$ cat src/rtl/instruction_fetch_unit.sv
// Instruction fetch front end: PC register, imem request/ack handshake, instruction register.
// Optional FETCH_MISALIGN_CHECK_EN: misaligned redirect targets trap to ERROR and set misalign_o.
module instruction_fetch_unit #(
  parameter logic [31:0] RESET_PC       = 32'h0040_0000,
  parameter int          TIMEOUT_CYCLES = 16,
  parameter logic [31:0] NOP_WORD       = 32'h0000_0013
) (
  input  logic        clk,
  input  logic        reset,
  input  logic        stall_i,
  input  logic        redirect_i,
  input  logic [31:0] redirect_pc_i,
  output logic        imem_req_o,
  output logic [31:0] imem_addr_o,
  input  logic        imem_ack_i,
  input  logic [31:0] imem_rdata_i,
  output logic        instr_valid_o,
  output logic [31:0] Instruction_bus_o,
  output logic [6:0]  op_o,
  output logic [31:0] pc_o,
`ifdef FETCH_MISALIGN_CHECK_EN
  output logic        misalign_o,
`endif
  output logic        fetch_error_o
);

  localparam logic [7:0] TIMEOUT_LAST = 8'(TIMEOUT_CYCLES - 1);

  typedef enum logic [1:0] {
    S_FETCH,
    S_WAIT,
    S_HOLD,
    S_ERROR
  } state_t;

  state_t      state_q, state_d;
  logic [31:0] pc_p0, pc_d;
  logic [31:0] instr_p0, instr_d;
  logic [31:0] addr_p0, addr_d;
  logic        vld_p0, vld_d;
  logic        req_q, req_d;
  logic        flush_q, flush_d;
  logic        err_q, err_d;
  logic [7:0]  cnt_q, cnt_d;
  logic        redirect_ok;

  function automatic logic [31:0] align_word(input logic [31:0] a);
    return {a[31:2], 2'b00};
  endfunction

  function automatic logic [7:0] sat_inc(input logic [7:0] c);
    return (c == 8'hFF) ? c : c + 8'd1;
  endfunction

`ifdef FETCH_MISALIGN_CHECK_EN
  logic mis_q, mis_d;
  assign redirect_ok = (redirect_pc_i[1:0] == 2'b00);
  assign misalign_o  = mis_q;
`else
  assign redirect_ok = 1'b1;
`endif

  always_comb begin
    state_d = state_q;
    pc_d    = pc_p0;
    instr_d = instr_p0;
    addr_d  = addr_p0;
    vld_d   = vld_p0;
    flush_d = flush_q;
    err_d   = err_q;
    cnt_d   = cnt_q;
`ifdef FETCH_MISALIGN_CHECK_EN
    mis_d   = mis_q;
`endif

    unique case (state_q)
      S_FETCH: state_d = S_WAIT;
      S_WAIT: begin
        cnt_d = sat_inc(cnt_q);
        if (imem_ack_i) begin
          if (flush_q) begin
            flush_d = 1'b0;
            state_d = S_FETCH;
          end else begin
            instr_d = imem_rdata_i;
            vld_d   = 1'b1;
            state_d = S_HOLD;
          end
        end else if (cnt_q >= TIMEOUT_LAST) begin
          state_d = S_ERROR;
          err_d   = 1'b1;
        end
      end
      S_HOLD: begin
        if (!stall_i) begin
          pc_d    = pc_p0 + 32'd4;
          vld_d   = 1'b0;
          instr_d = NOP_WORD;
          state_d = S_FETCH;
        end
      end
      S_ERROR: vld_d = 1'b0;
      default: state_d = S_FETCH;
    endcase

    // Redirect overrides whatever the state logic chose, including stall.
    if (redirect_i) begin
      vld_d   = 1'b0;
      instr_d = NOP_WORD;
      if (!redirect_ok) begin
        state_d = S_ERROR;
        err_d   = 1'b1;
        flush_d = 1'b0;
`ifdef FETCH_MISALIGN_CHECK_EN
        mis_d   = 1'b1;
`endif
      end else begin
        pc_d = align_word(redirect_pc_i);
        if (state_q == S_WAIT && !imem_ack_i) begin
          // Outstanding request must still complete; its word gets dropped.
          state_d = S_WAIT;
          flush_d = 1'b1;
          err_d   = err_q;
        end else begin
          state_d = S_FETCH;
          flush_d = 1'b0;
        end
      end
    end

    if (state_d == S_WAIT && state_q != S_WAIT) begin
      cnt_d  = 8'd0;
      addr_d = pc_p0;
    end
    req_d = (state_d == S_WAIT);
  end

  always_ff @(posedge clk or negedge reset) begin
    if (!reset) begin
      state_q  <= S_FETCH;
      pc_p0    <= RESET_PC;
      instr_p0 <= NOP_WORD;
      addr_p0  <= RESET_PC;
      vld_p0   <= 1'b0;
      req_q    <= 1'b0;
      flush_q  <= 1'b0;
      err_q    <= 1'b0;
      cnt_q    <= 8'd0;
`ifdef FETCH_MISALIGN_CHECK_EN
      mis_q    <= 1'b0;
`endif
    end else begin
      state_q  <= state_d;
      pc_p0    <= pc_d;
      instr_p0 <= instr_d;
      addr_p0  <= addr_d;
      vld_p0   <= vld_d;
      req_q    <= req_d;
      flush_q  <= flush_d;
      err_q    <= err_d;
      cnt_q    <= cnt_d;
`ifdef FETCH_MISALIGN_CHECK_EN
      mis_q    <= mis_d;
`endif
    end
  end

  assign imem_req_o        = req_q;
  assign imem_addr_o       = addr_p0;
  assign instr_valid_o     = vld_p0;
  assign Instruction_bus_o = instr_p0;
  assign op_o              = instr_p0[6:0];
  assign pc_o              = pc_p0;
  assign fetch_error_o     = err_q;

endmodule

$ cat config.mk
export PLATFORM = sky130hd
export DESIGN_NAME = instruction_fetch_unit
export DESIGN_NICKNAME = d
export VERILOG_FILES = /design/src/rtl/instruction_fetch_unit.sv
export SDC_FILE = /design/constraint.sdc
export NUM_CORES = 1
export LEC_CHECK = 0
export ABC_AREA = 1
export CAP_MARGIN = 20
export CORE_MARGIN = 5
export CORE_UTILIZATION = 52
export CTS_BUF_LIST = sky130_fd_sc_hd__clkbuf_4 sky130_fd_sc_hd__clkbuf_8
export DETAILED_ROUTE_END_ITERATION = 16
export HOLD_SLACK_MARGIN = 0.12
export PLACE_DENSITY = 0.95
export SYNTH_ARGS = -nofsm -noshare
export SYNTH_HDL_FRONTEND = slang
export SYNTH_SLANG_ARGS = --single-unit
$ cat constraint.sdc
create_clock -name clk -period 2.6 [get_ports clk]
set_input_delay 0.52 -clock clk [delete_from_list [all_inputs] [get_ports clk]]
set_output_delay 0.52 -clock clk [all_outputs]
set_load 0.005 [all_outputs]
* Word-level counts from Yosys, hierarchy flattened *
Index checks and enable logic that the tools add are counted.

word-level totals
  register bits after elaboration = 110
  bits of input ports = 69
  logic and storage cells = 71

cells by class
  $add $sub $neg = 2
  order comparisons = 1
  equality and inequality tests = 12
  multiplexer cells = 32
  reductions and logical operators = 15

operators with widths
  cell                     count
  $mux W32                 7
  $pmux W32 S2             1
  $add A32 B3 Y32 const B  1
  $mux W8                  3
  $mux W1                  14
  $mux W2                  5
  $ne A3 B3 Y1 const B     3
  $add A8 B1 Y8 const B    1
  $eq A8 B8 Y1 const B     1
  $ge A8 B4 Y1 const B     1
  $reduce_and A4 Y1        2
  $reduce_bool A2 Y1       4
  $ne A2 B1 Y1 const B     3
  $pmux W2 S3              1
  $reduce_and A2 Y1        3
  $eq A2 B1 Y1 const B     2
  $eq A2 B2 Y1 const B     2
  $reduce_bool A4 Y1       1
  $pmux W1 S3              1
  $reduce_bool A3 Y1       1
  $logic_and A1 B1 Y1      2
  $logic_not A2 Y1         1
  $ne A2 B2 Y1 const B     1
  $logic_not A1 Y1         1

* Logic depth before layout (Yosys ltp) *
Gate-level depths: netlist (run 1).

  depth after elaboration = 9
  gate-level depth with buffers = 13
  gate-level depth less buffers = 12

* Least setup slack after synthesis (run 1) *
OpenSTA, ideal clock, no wires.

  path kind = register to register
  from = register state_q[1]
  to = register addr_p0[20], in the netlist imem_addr_o[20]
  setup time = 0.131 ns
  arrival = 1.563 ns
  data required time = 2.469 ns
  slack = 0.906 ns
  cell stages (with the launch flop) = 14
  path buffers = 2
  period minus slack after synthesis = 1.694 ns
  cell sequence = dfrtp_1 inv_1 ha_1 inv_2 nor2_4 inv_2 nor2_1 a21oi_2 nand2_2 nand3_2 buf_6 buf_6 nand2_1 o21ai_0

between the ends
  longest elaborated chain between the ends = 6

RTL lines
  item                    RTL line  RTL
  start, declared         36        state_t state_q, state_d;
  start signal, assigned  153       state_q <= state_d;
  $eq A2 B1 Y1            76, 119
  $logic_and A1 B1 Y1     119       if (state_q == S_WAIT && !imem_ack_i) begin
  $mux W1                 119
  $mux W2 *               107       if (redirect_i) begin
  via state_d[0]          36
  $eq A2 B1 Y1 *          131       if (state_d == S_WAIT && state_q != S_WAIT) begin
  $logic_and A1 B1 Y1 *   131
  end signal, assigned    156       addr_p0 <= addr_d;
  end, declared           39        logic [31:0] addr_p0, addr_d;

The timed path passes the listed nets; every way through them passes the cells marked *.
A chain may end at the register's enable or synchronous reset.

* Worst setup path in the final report (run 1) *
  from = input redirect_i
  to = register addr_p0[24], in the netlist imem_addr_o[24]

between the ends
  longest elaborated chain between the ends = 3

RTL lines
  item                 RTL line  RTL
  start, declared      11        input logic redirect_i,
  $mux W2              107
  via state_d[0]       36
  $eq A2 B1 Y1         131
  $logic_and A1 B1 Y1  131

The timed path passes the listed nets, and every way through them passes these cells.

==> results of run 1 <==
[cell type report]
type                       count  area share [%]
multi-input combinational    492            30.4
tap                          136            2.27
sequential                   106            35.4
clock buffer                   9            1.65
timing repair buffer         180            24.4
inverter                     103            5.15
clock inverter                 7           0.683
[cell usage after synthesis (4+ instances only)]
| cell type | number | area (µm²) |
|---|---|---|
| a21oi_1 | 13 | 65.1 |
| buf_2 | 12 | 60.1 |
| buf_4 | 12 | 90.1 |
| buf_6 | 4 | 45.0 |
| clkbuf_1 | 9 | 33.8 |
| dfrtp_1 | 101 | 2530 |
| dfstp_2 | 5 | 131 |
| ha_1 | 6 | 75.1 |
| inv_1 | 100 | 375 |
| nand2_1 | 168 | 631 |
| nand3_1 | 83 | 415 |
| nand4_1 | 5 | 31.3 |
| nor2_1 | 84 | 315 |
| nor3_1 | 10 | 50.1 |
| o21ai_0 | 75 | 375 |
| o21ai_1 | 14 | 70.1 |
| o21bai_1 | 4 | 30.0 |
| o22ai_1 | 6 | 37.5 |
[cell families after synthesis]
kind of cell	count (synthesis)	synth area share (%)
AO/OA/AOI/OAI	124	12.3
XOR/XNOR	2	0.316
adder cells (fa/ha/maj)	6	1.35
buffers and inverters	143	11.3
flip-flops	106	47.9
other	1	0.0675
AND/OR/NAND/NOR	356	26.8
[final timing paths]
path	from	to	slack (ns)	depth (start not counted)
min reg2reg	fetch_error_o	fetch_error_o	0.48	1
min in group asynchronous	reset	imem_addr_o[26]	0.51	2
max	redirect_i	imem_addr_o[24]	0.56	9
min	fetch_error_o	fetch_error_o	0.48	1
max reg2reg	state_q[1]	imem_addr_o[24]	0.58	12
max in group asynchronous	reset	Instruction_bus_o[4]	1.43	3
[flip-flops by register name, indices dropped and copies added, names as in the netlist]
signal and flops:
Instruction_bus_o 32, imem_addr_o 30, pc_o 30, cnt_q 8
state_q 2, fetch_error_o 1, flush_q 1, imem_req_o 1
instr_valid_o 1
[cells in the final DEF, fill, tap and decap left out, types with 4 or more instances in the layout]
| cell | Yosys | final |
|---|---|---|
| inv_1 | 100 | 100 |
| dfstp_2 | 5 | 5 |
| conb_1 | 1 | 4 |
| clkdlybuf4s50_1 | 0 | 167 |
| nand3_1 | 83 | 83 |
| dfrtp_1 | 101 | 101 |
| o21ai_1 | 14 | 14 |
| o21ai_0 | 75 | 75 |
| nand2_1 | 168 | 168 |
| clkbuf_8 | 0 | 9 |
| nand4_1 | 5 | 5 |
| o22ai_1 | 6 | 6 |
| nor2_1 | 84 | 82 |
| buf_4 | 12 | 7 |
| a21oi_1 | 13 | 13 |
| nor3_1 | 10 | 10 |
| ha_1 | 6 | 6 |
| o21bai_1 | 4 | 4 |
| buf_12 | 0 | 5 |
[per-layer routing]
layer / up-vias / global-route usage (%) / share of wire (%)
li1: 2647 / - / -
met1: 2553 / 34.3 / 42
met3: 51 / 5.03 / 7.7
met2: 300 / 40.6 / 46
met5: - / 0 / 0
met4: 0 / 9.13 / 3.7
[where the power goes]
part           switching (mW)  internal, mW
Clock                   0.596         0.356
Combinational            1.19          1.33
Sequential              0.361          2.15
[worst register-to-register path, delay by kind of cell (launching register included)]
kind / cells / cell delay (ns)
flip-flops: 1 / 0.40
buffers and inverters: 3 / 0.52
AND/OR/NAND/NOR: 6 / 0.55
AO/OA/AOI/OAI: 2 / 0.25
adder cells (fa/ha/maj): 1 / 0.22
==> impl_metrics.yaml, run 1 <==
timing:
  grt_setup_unrepaired: "false"
  finClkSkew_ns: 0.0205
  period_minus_slack_ns: 2.04
  slew_headroom_pct: 66.7
  drv_slew: 0
  setup_viol: 0
  final-hold-violation-count: 0
  postLayoutSetupSlackWorst_ns: 0.557
  setup_tns_ns: 0
  whs_ns: 0.479
  fmax_mhz: 489
  worst_slew_pin_slew_ns: 0.495
  post-route-period-util_pct: 78.6
detailed_routing:
  first_pass_iters: 5
  wl_um: 16200
  first_iter_violations: 482
  via_per_inst: 5.37
  ant_nets: 0
  via_count: 5551
  drcViolationCount: 0
  routedWlPerCell_um: 15.7
floorplanning:
  initial_core_util_pct: 53.5
  die-area_um2: 12800
  row_count: 37
  die_width_um: 113
  core_um2: 10400
  dieHeight_um: 113
  io_pins: 175
logic_synthesis:
  synth_seq_cells: 106
  yosysUniqueCellTypes: 36
  synthFlopType: "dfrtp_1"
  syn_inst: 738
  synth_enable_flop_cells: 0
  seq_area_frac_synth_pct: 47.9
  avgSynthCellArea_um2: 7.52
  async_reset_ff_share_pct: 100
  synth_area_um2: 5550
  yosys_warnings: 0
worst_setup_path:
  critPathTopFamily: "buffers and inverters"
  crit_type: "in2reg"
  slowest_delay_ns: 0.56
  critPathCaptureType: "flop"
  arrival_ns: 2.34
  cp_slowest_cell: "clkdlybuf4s50_1"
  startpoint_type: "input pin"
  cp_cell_sequence: "clkdlybuf4s50_1 -> buf_4 -> nor2_1 -> a21oi_2 -> nand2_2 -> nand3_2 -> buf_12 -> nand2_1 -> o21ai_0"
  crit_required_ns: 2.89
  worstPathMaxFanout: 67
  critPathBufInv: 3
global_route:
  grt_pass1_vias: 5294
  antenna_found_initial: 0
  grt_pass1_wl_um: 26300
  grt_usage_pct: 25.3
  grt_start_max_net_pins: 68
  grt_overflow: 0
place:
  numPortBuffers: 168
  place.gp.congestion: 0.977
  placed_cell_area_um2: 7320
  hpwl_um: 12100
  dpl_worst_slack_ns: 0.202
  dp_cells: 1016
job:
  cap_violations: 0
clock_network:
  clk_pin_slew_ns: 0.11
  cts_resized: 0
  cts_setup_buffers: 0
  post_cts_hold_buffer_count: 1
  clkSinkCount: 106
  cts_htree_levels: 3
  cts_made_buffers: 9
  cts.path.max_buffers: 2
  tritoncts: "built"
  clk_latency_ns: 0.39
  root_buffer: "clkbuf_8"
layout:
  postLayoutCoreUtil_pct: 72.4
  register_area_um2: 2660
  diodes: 0
  area_delta_synth_final_pct: 35.2
  multi_input_area_um2: 2280
  drive_above_1_share_pct: 5.02
  fillers: 770
  stdcell_count: 1033
  fin_area_um2: 7510
  fin_nets: 967
run_status:
  outcome: "completed"
pwr:
  max-vdd-ir-drop_mv: 0.469
  p_leak_nw: 3.47
  p_per_area_nw_per_um2: 797
  total_power_mw: 5.99
worst_hold_path:
  hold_path.class: "reg2reg"
Power figures use the tool's default switching activity.
==> run 2: changes to the inputs <==
--- a/config.mk
+++ b/config.mk
@@ -8,11 +8,11 @@
 export ABC_AREA = 1
 export CAP_MARGIN = 20
 export CORE_MARGIN = 5
-export CORE_UTILIZATION = 52
+export CORE_UTILIZATION = 48
 export CTS_BUF_LIST = sky130_fd_sc_hd__clkbuf_4 sky130_fd_sc_hd__clkbuf_8
 export DETAILED_ROUTE_END_ITERATION = 16
 export HOLD_SLACK_MARGIN = 0.12
-export PLACE_DENSITY = 0.95
+export PLACE_DENSITY = 0.92
 export SYNTH_ARGS = -nofsm -noshare
 export SYNTH_HDL_FRONTEND = slang
 export SYNTH_SLANG_ARGS = --single-unit
==> constraint.sdc (replaced) <==
create_clock -name clk -period 2 [get_ports clk]
set_input_delay 0.4 -clock clk [delete_from_list [all_inputs] [get_ports clk]]
set_output_delay 0.4 -clock clk [all_outputs]
set_load 0.005 [all_outputs]
==> run 2 against run 1 <==
Effect of this change:
- setup slack got worse by 0.45 ns
- final area up 2.8%
- die area increased by 7.6%
- critical path depth is 8 lower
- critical path type is now reg2out
- final cell count rose by 2.5%
- combinational power rose by 37%
- largest power group unchanged
- largest cell class unchanged
- core utilization down 4.5 points
- wire length grew 1.2%
- clock power up 30%
==> impl_metrics.yaml, run 2 (synthesis gave the netlist of run 1 again) <==
worst_setup_path:
  slowest_delay_ns: 0.61
  cp_cell_sequence: "clkdlybuf4s50_1"
  critPathTopFamily: "flip-flops"
  worstPathMaxFanout: 6
  startpoint_type: "flop"
  r2r_cells: 12
  crit_cells: 1
  cp_slowest_cell: "dfstp_2"
  critPathCaptureType: "output port"
  critPathBufInv: 1
  arrival_ns: 1.50
  crit_type: "reg2out"
  crit_required_ns: 1.60
pwr:
  power.share.clock_pct: 15.7
  p_comb_share_pct: 43.3
  total_power_mw: 7.94
  max-vdd-ir-drop_mv: 0.568
  p_leak_nw: 3.58
  p_per_area_nw_per_um2: 1030
  p_sw_share_pct: 35.1
  seqPwrFrac_pct: 41.0
  switchingPower_mw: 2.78
  p_int_mw: 5.15
place:
  placed_cell_area_um2: 7500
  hpwl_um: 12600
  dp_cells: 1042
  place.gp.congestion: 0.964
  numPortBuffers: 168
layout:
  final_cell_mix: "168 x nand2_1, 167 x clkdlybuf4s50_1, 101 x dfrtp_1"
  fin_area_um2: 7720
  largest_register_ff_count: 32
  final_common_cell: "nand2_1"
  stdcell_count: 1059
  drive_above_1_share_pct: 7.21
  fillers: 912
  diodes: 0
  area_delta_synth_final_pct: 39.0
  fin_nets: 986
worst_hold_path:
  hold_path_depth: 1
  hold_path.class: "reg2reg"
global_route:
  grt_pass1_vias: 5295
  grt_usage_pct: 23.4
  antenna_found_initial: 0
  grt_start_max_net_pins: 54
  grt_overflow: 0
  grt_pass1_wl_um: 26700
floorplanning:
  io_pins: 175
  dieHeight_um: 118
  row_count: 39
  die-area_um2: 13800
  initial_core_util_pct: 48.8
  core_um2: 11400
  die_width_um: 118
detailed_routing:
  first_iter_violations: 529
  first_pass_iters: 7
  wl_um: 16400
  drcViolationCount: 0
  routedWlPerCell_um: 15.5
  ant_nets: 0
  via_per_inst: 5.30
  via_count: 5610
clock_network:
  clkSinkCount: 106
  cts_htree_levels: 3
  tritoncts: "built"
  cts.path.max_buffers: 2
  root_buffer: "clkbuf_8"
  cts_made_buffers: 9
  clk_pin_slew_ns: 0.10
  clk_latency_ns: 0.37
timing:
  post-route-period-util_pct: 94.8
  fmax_mhz: 528
  whs_ns: 0.480
  setup_viol: 0
  drv_slew: 0
  final-hold-violation-count: 0
  grt_setup_unrepaired: "true"
  period_minus_slack_ns: 1.90
  finClkSkew_ns: 0.0197
run_status:
  outcome: "completed"
job:
  cap_violations: 0
==> run 2: cell count changes in the layout (fill, tap and decap cells not counted), moves of 2 or more <==
| cell | previous run | this run |
|---|---|---|
| o21ai_0 | 75 | 72 |
| buf_12 | 5 | 7 |
| o21ai_1 | 14 | 17 |
| inv_6 | 3 | 0 |
| buf_4 | 7 | 24 |
| clkbuf_4 | 0 | 2 |
==> run 2: path summary, 6_finish.rpt <==
path | from | to | slack (ns)
worst min-delay path | fetch_error_o | fetch_error_o | 0.48
max in group asynchronous | reset | Instruction_bus_o[4] | 0.79
worst min register to register | fetch_error_o | fetch_error_o | 0.48
worst max register to register | state_q[1] | Instruction_bus_o[6] | 0.14
worst max-delay path | pc_o[22] | pc_o[22] | 0.10
min in group asynchronous | reset | imem_addr_o[31] | 0.51
==> run 2: repair_timing <==
item                       in CTS  in global routing
hold endpoints to repair       29                  0
resized for setup               0                  8
hold buffers                    1                  0
setup endpoints to repair       0                 58
setup buffers                   0                  0
==> run 2: final cells by class <==
cell class	count	area [µm²]	share of cell area, %
multi-input cells	492	2310	29.9
clock buffers	12	153	1.98
well taps	143	179	2.32
inverters	103	389	5.04
flip-flops and latches	106	2660	34.5
clock inverters	4	28.8	0.373
repair buffers	199	2000	25.9
==> run 2: layer usage <==
layer	track usage, %	routed length [µm]	up-vias	share of wire, %
met1	32.1	7070	2601	43
met5	0	0	-	0
met2	36.3	7530	269	46
li1	-	-	2696	-
met4	11.6	652	0	4.0
met3	3.22	1190	44	7.2
==> run 2: per-stage QoR <==
stage               setup TNS [ns]  worst slack, ns  util, %
global route              -0.00140         -0.00140     67.9
detailed placement          -0.633          -0.0730     66.0
finish                           0            0.105     67.9
global placement                 0           0.0324     66.0
floorplan                        0            0.306        -
CTS                              0           0.0241     67.6
==> run 2: power groups by stage <==
stage / Clock (mW) / Sequential (mW) / Combinational, mW
after global placement: 0 / 3.25 / 3.31
after CTS: 1.27 / 3.25 / 3.43
after detailed placement: 0 / 3.28 / 3.41
final: 1.24 / 3.26 / 3.44
after floorplan: 0 / 3.28 / 1.47
after global routing: 1.36 / 3.35 / 3.78
==> run 3: changes to the inputs <==
--- a/config.mk
+++ b/config.mk
@@ -8,11 +8,12 @@
 export ABC_AREA = 1
 export CAP_MARGIN = 20
 export CORE_MARGIN = 5
-export CORE_UTILIZATION = 48
+export CORE_UTILIZATION = 52
 export CTS_BUF_LIST = sky130_fd_sc_hd__clkbuf_4 sky130_fd_sc_hd__clkbuf_8
 export DETAILED_ROUTE_END_ITERATION = 16
 export HOLD_SLACK_MARGIN = 0.12
-export PLACE_DENSITY = 0.92
+export PLACE_DENSITY = 0.95
 export SYNTH_ARGS = -nofsm -noshare
 export SYNTH_HDL_FRONTEND = slang
 export SYNTH_SLANG_ARGS = --single-unit
+export TNS_END_PERCENT = 10
==> constraint.sdc (replaced) <==
create_clock -name clk -period 2.3 [get_ports clk]
set_input_delay 0.46 -clock clk [delete_from_list [all_inputs] [get_ports clk]]
set_output_delay 0.46 -clock clk [all_outputs]
set_load 0.005 [all_outputs]
==> run 3 against run 2 <==
Effect of this change:
- setup slack better by 0.13 ns
- total power down 11%
- first-iteration DRC count shrank 15%
- global-route usage grew 2.1 points
- core utilization is 5.3 points higher
==> impl_metrics.yaml, run 3 (synthesis gave the netlist of run 1 again) <==
layout:
  drive_above_1_share_pct: 5.12
  diodes: 0
  fin_area_um2: 7590
  postLayoutCoreUtil_pct: 73.2
  multi_input_area_um2: 2280
  final_common_cell: "nand2_1"
  fillers: 763
  area_delta_synth_final_pct: 36.6
  largest_register_ff_count: 32
  stdcell_count: 1034
  fin_nets: 968
  final_cell_mix: "168 x nand2_1, 167 x clkdlybuf4s50_1, 101 x dfrtp_1"
  register_area_um2: 2660
place:
  placed_cell_area_um2: 7340
  place.gp.congestion: 0.959
  dp_cells: 1017
  hpwl_um: 12400
  numPortBuffers: 168
  dpl_worst_slack_ns: 0.0957
timing:
  fmax_mhz: 485
  finClkSkew_ns: 0.0149
  worst_slew_pin_slew_ns: 0.701
  period_minus_slack_ns: 2.06
  grt_setup_unrepaired: "false"
  setup_viol: 0
  drv_slew: 0
  final-hold-violation-count: 0
  postLayoutSetupSlackWorst_ns: 0.238
  setup_tns_ns: 0
  slew_headroom_pct: 53.2
  whs_ns: 0.485
  post-route-period-util_pct: 89.7
detailed_routing:
  wl_um: 16400
  first_pass_iters: 5
  ant_nets: 0
  via_per_inst: 5.29
  first_iter_violations: 449
  via_count: 5473
  drcViolationCount: 0
  routedWlPerCell_um: 15.9
clock_network:
  cts_made_buffers: 9
  tritoncts: "built"
  clk_latency_ns: 0.37
  cts_resized: 0
  clk_pin_slew_ns: 0.10
  root_buffer: "clkbuf_8"
  clkSinkCount: 106
  cts.path.max_buffers: 2
  cts_htree_levels: 3
pwr:
  total_power_mw: 7.06
  p_leak_nw: 3.52
  p_per_area_nw_per_um2: 930
  max-vdd-ir-drop_mv: 0.509
worst_hold_path:
  hp-start: "fetch_error_o"
  hold_path.class: "reg2reg"
  min_to: "fetch_error_o"
  hold_path_depth: 1
floorplanning:
  dieHeight_um: 113
  core_um2: 10400
  die_width_um: 113
  row_count: 37
  io_pins: 175
  initial_core_util_pct: 53.5
  die-area_um2: 12800
worst_setup_path:
  r2r_slack_ns: 0.24
  r2r_cells: 8
  cp_common_cell: "inv_1"
  arrival_ns: 2.34
  slowest_delay_ns: 0.53
  startpoint_type: "flop"
  worstPathMaxFanout: 23
  crit_required_ns: 2.58
  critPathTopFamily: "buffers and inverters"
  cp_cell_sequence: "inv_1 -> ha_1 -> nand2_1 -> inv_1 -> nor2_2 -> inv_1 -> o21ai_0 -> o22ai_1"
  reg2reg_from: "state_q[0]"
  crit_type: "reg2reg"
  cp_slowest_cell: "inv_1"
  critPathBufInv: 3
  rr_endpoint: "pc_o[10]"
  critPathCaptureType: "flop"
global_route:
  grt_usage_pct: 25.5
  grt_pass1_wl_um: 26400
  grt_overflow: 0
  grt_use_met3_pct: 3.74
  grt-busiest-layer: "met2"
  antenna_found_initial: 0
  grt_use_met2_pct: 42.1
  grt_pass1_vias: 5357
  met1_usage_pct: 33.8
  grt_start_max_net_pins: 65
job:
  cap_violations: 0
run_status:
  outcome: "completed"
## run 3: worst max-delay path by stage
stage,startpoint,to,slack [ns],cells past startpoint
CTS,state_q[0],pc_o[14],0.27,9
finish,state_q[0],pc_o[10],0.24,8
floorplan,state_q[1],imem_addr_o[20],0.61,13
global route,state_q[0],pc_o[13],0.05,8
global placement,redirect_i,pc_o[14],0.15,6
detailed placement,stall_i,pc_o[14],0.1,9
## run 3: final cells by class
type / count / share of cell area, %
sequential: 106 / 35.0
multi-input combinational: 492 / 30.1
timing repair buffer: 181 / 24.4
inverter: 103 / 5.10
tap: 136 / 2.24
clock buffer: 10 / 1.81
clock inverter: 6 / 1.25
## run 3: per-layer routing
metal | vias to the layer above | part of all wire [%]
li1 | 2648 | -
met1 | 2527 | 41
met2 | 265 | 48
met3 | 33 | 7.7
met4 | 0 | 3.0
met5 | - | 0
## run 3: report_power, final
part,internal [mW],switching [mW]
Sequential,2.43,0.399
Combinational,1.53,1.36
Clock,0.660,0.670
Total,4.63,2.43
## run 3: what timing repair did
| item | in CTS | in global routing |
|---|---|---|
| buffers inserted | 0 | 0 |
| hold endpoints to repair | 36 | 0 |
| hold buffers | 1 | 0 |
| setup endpoints to repair | 0 | 0 |
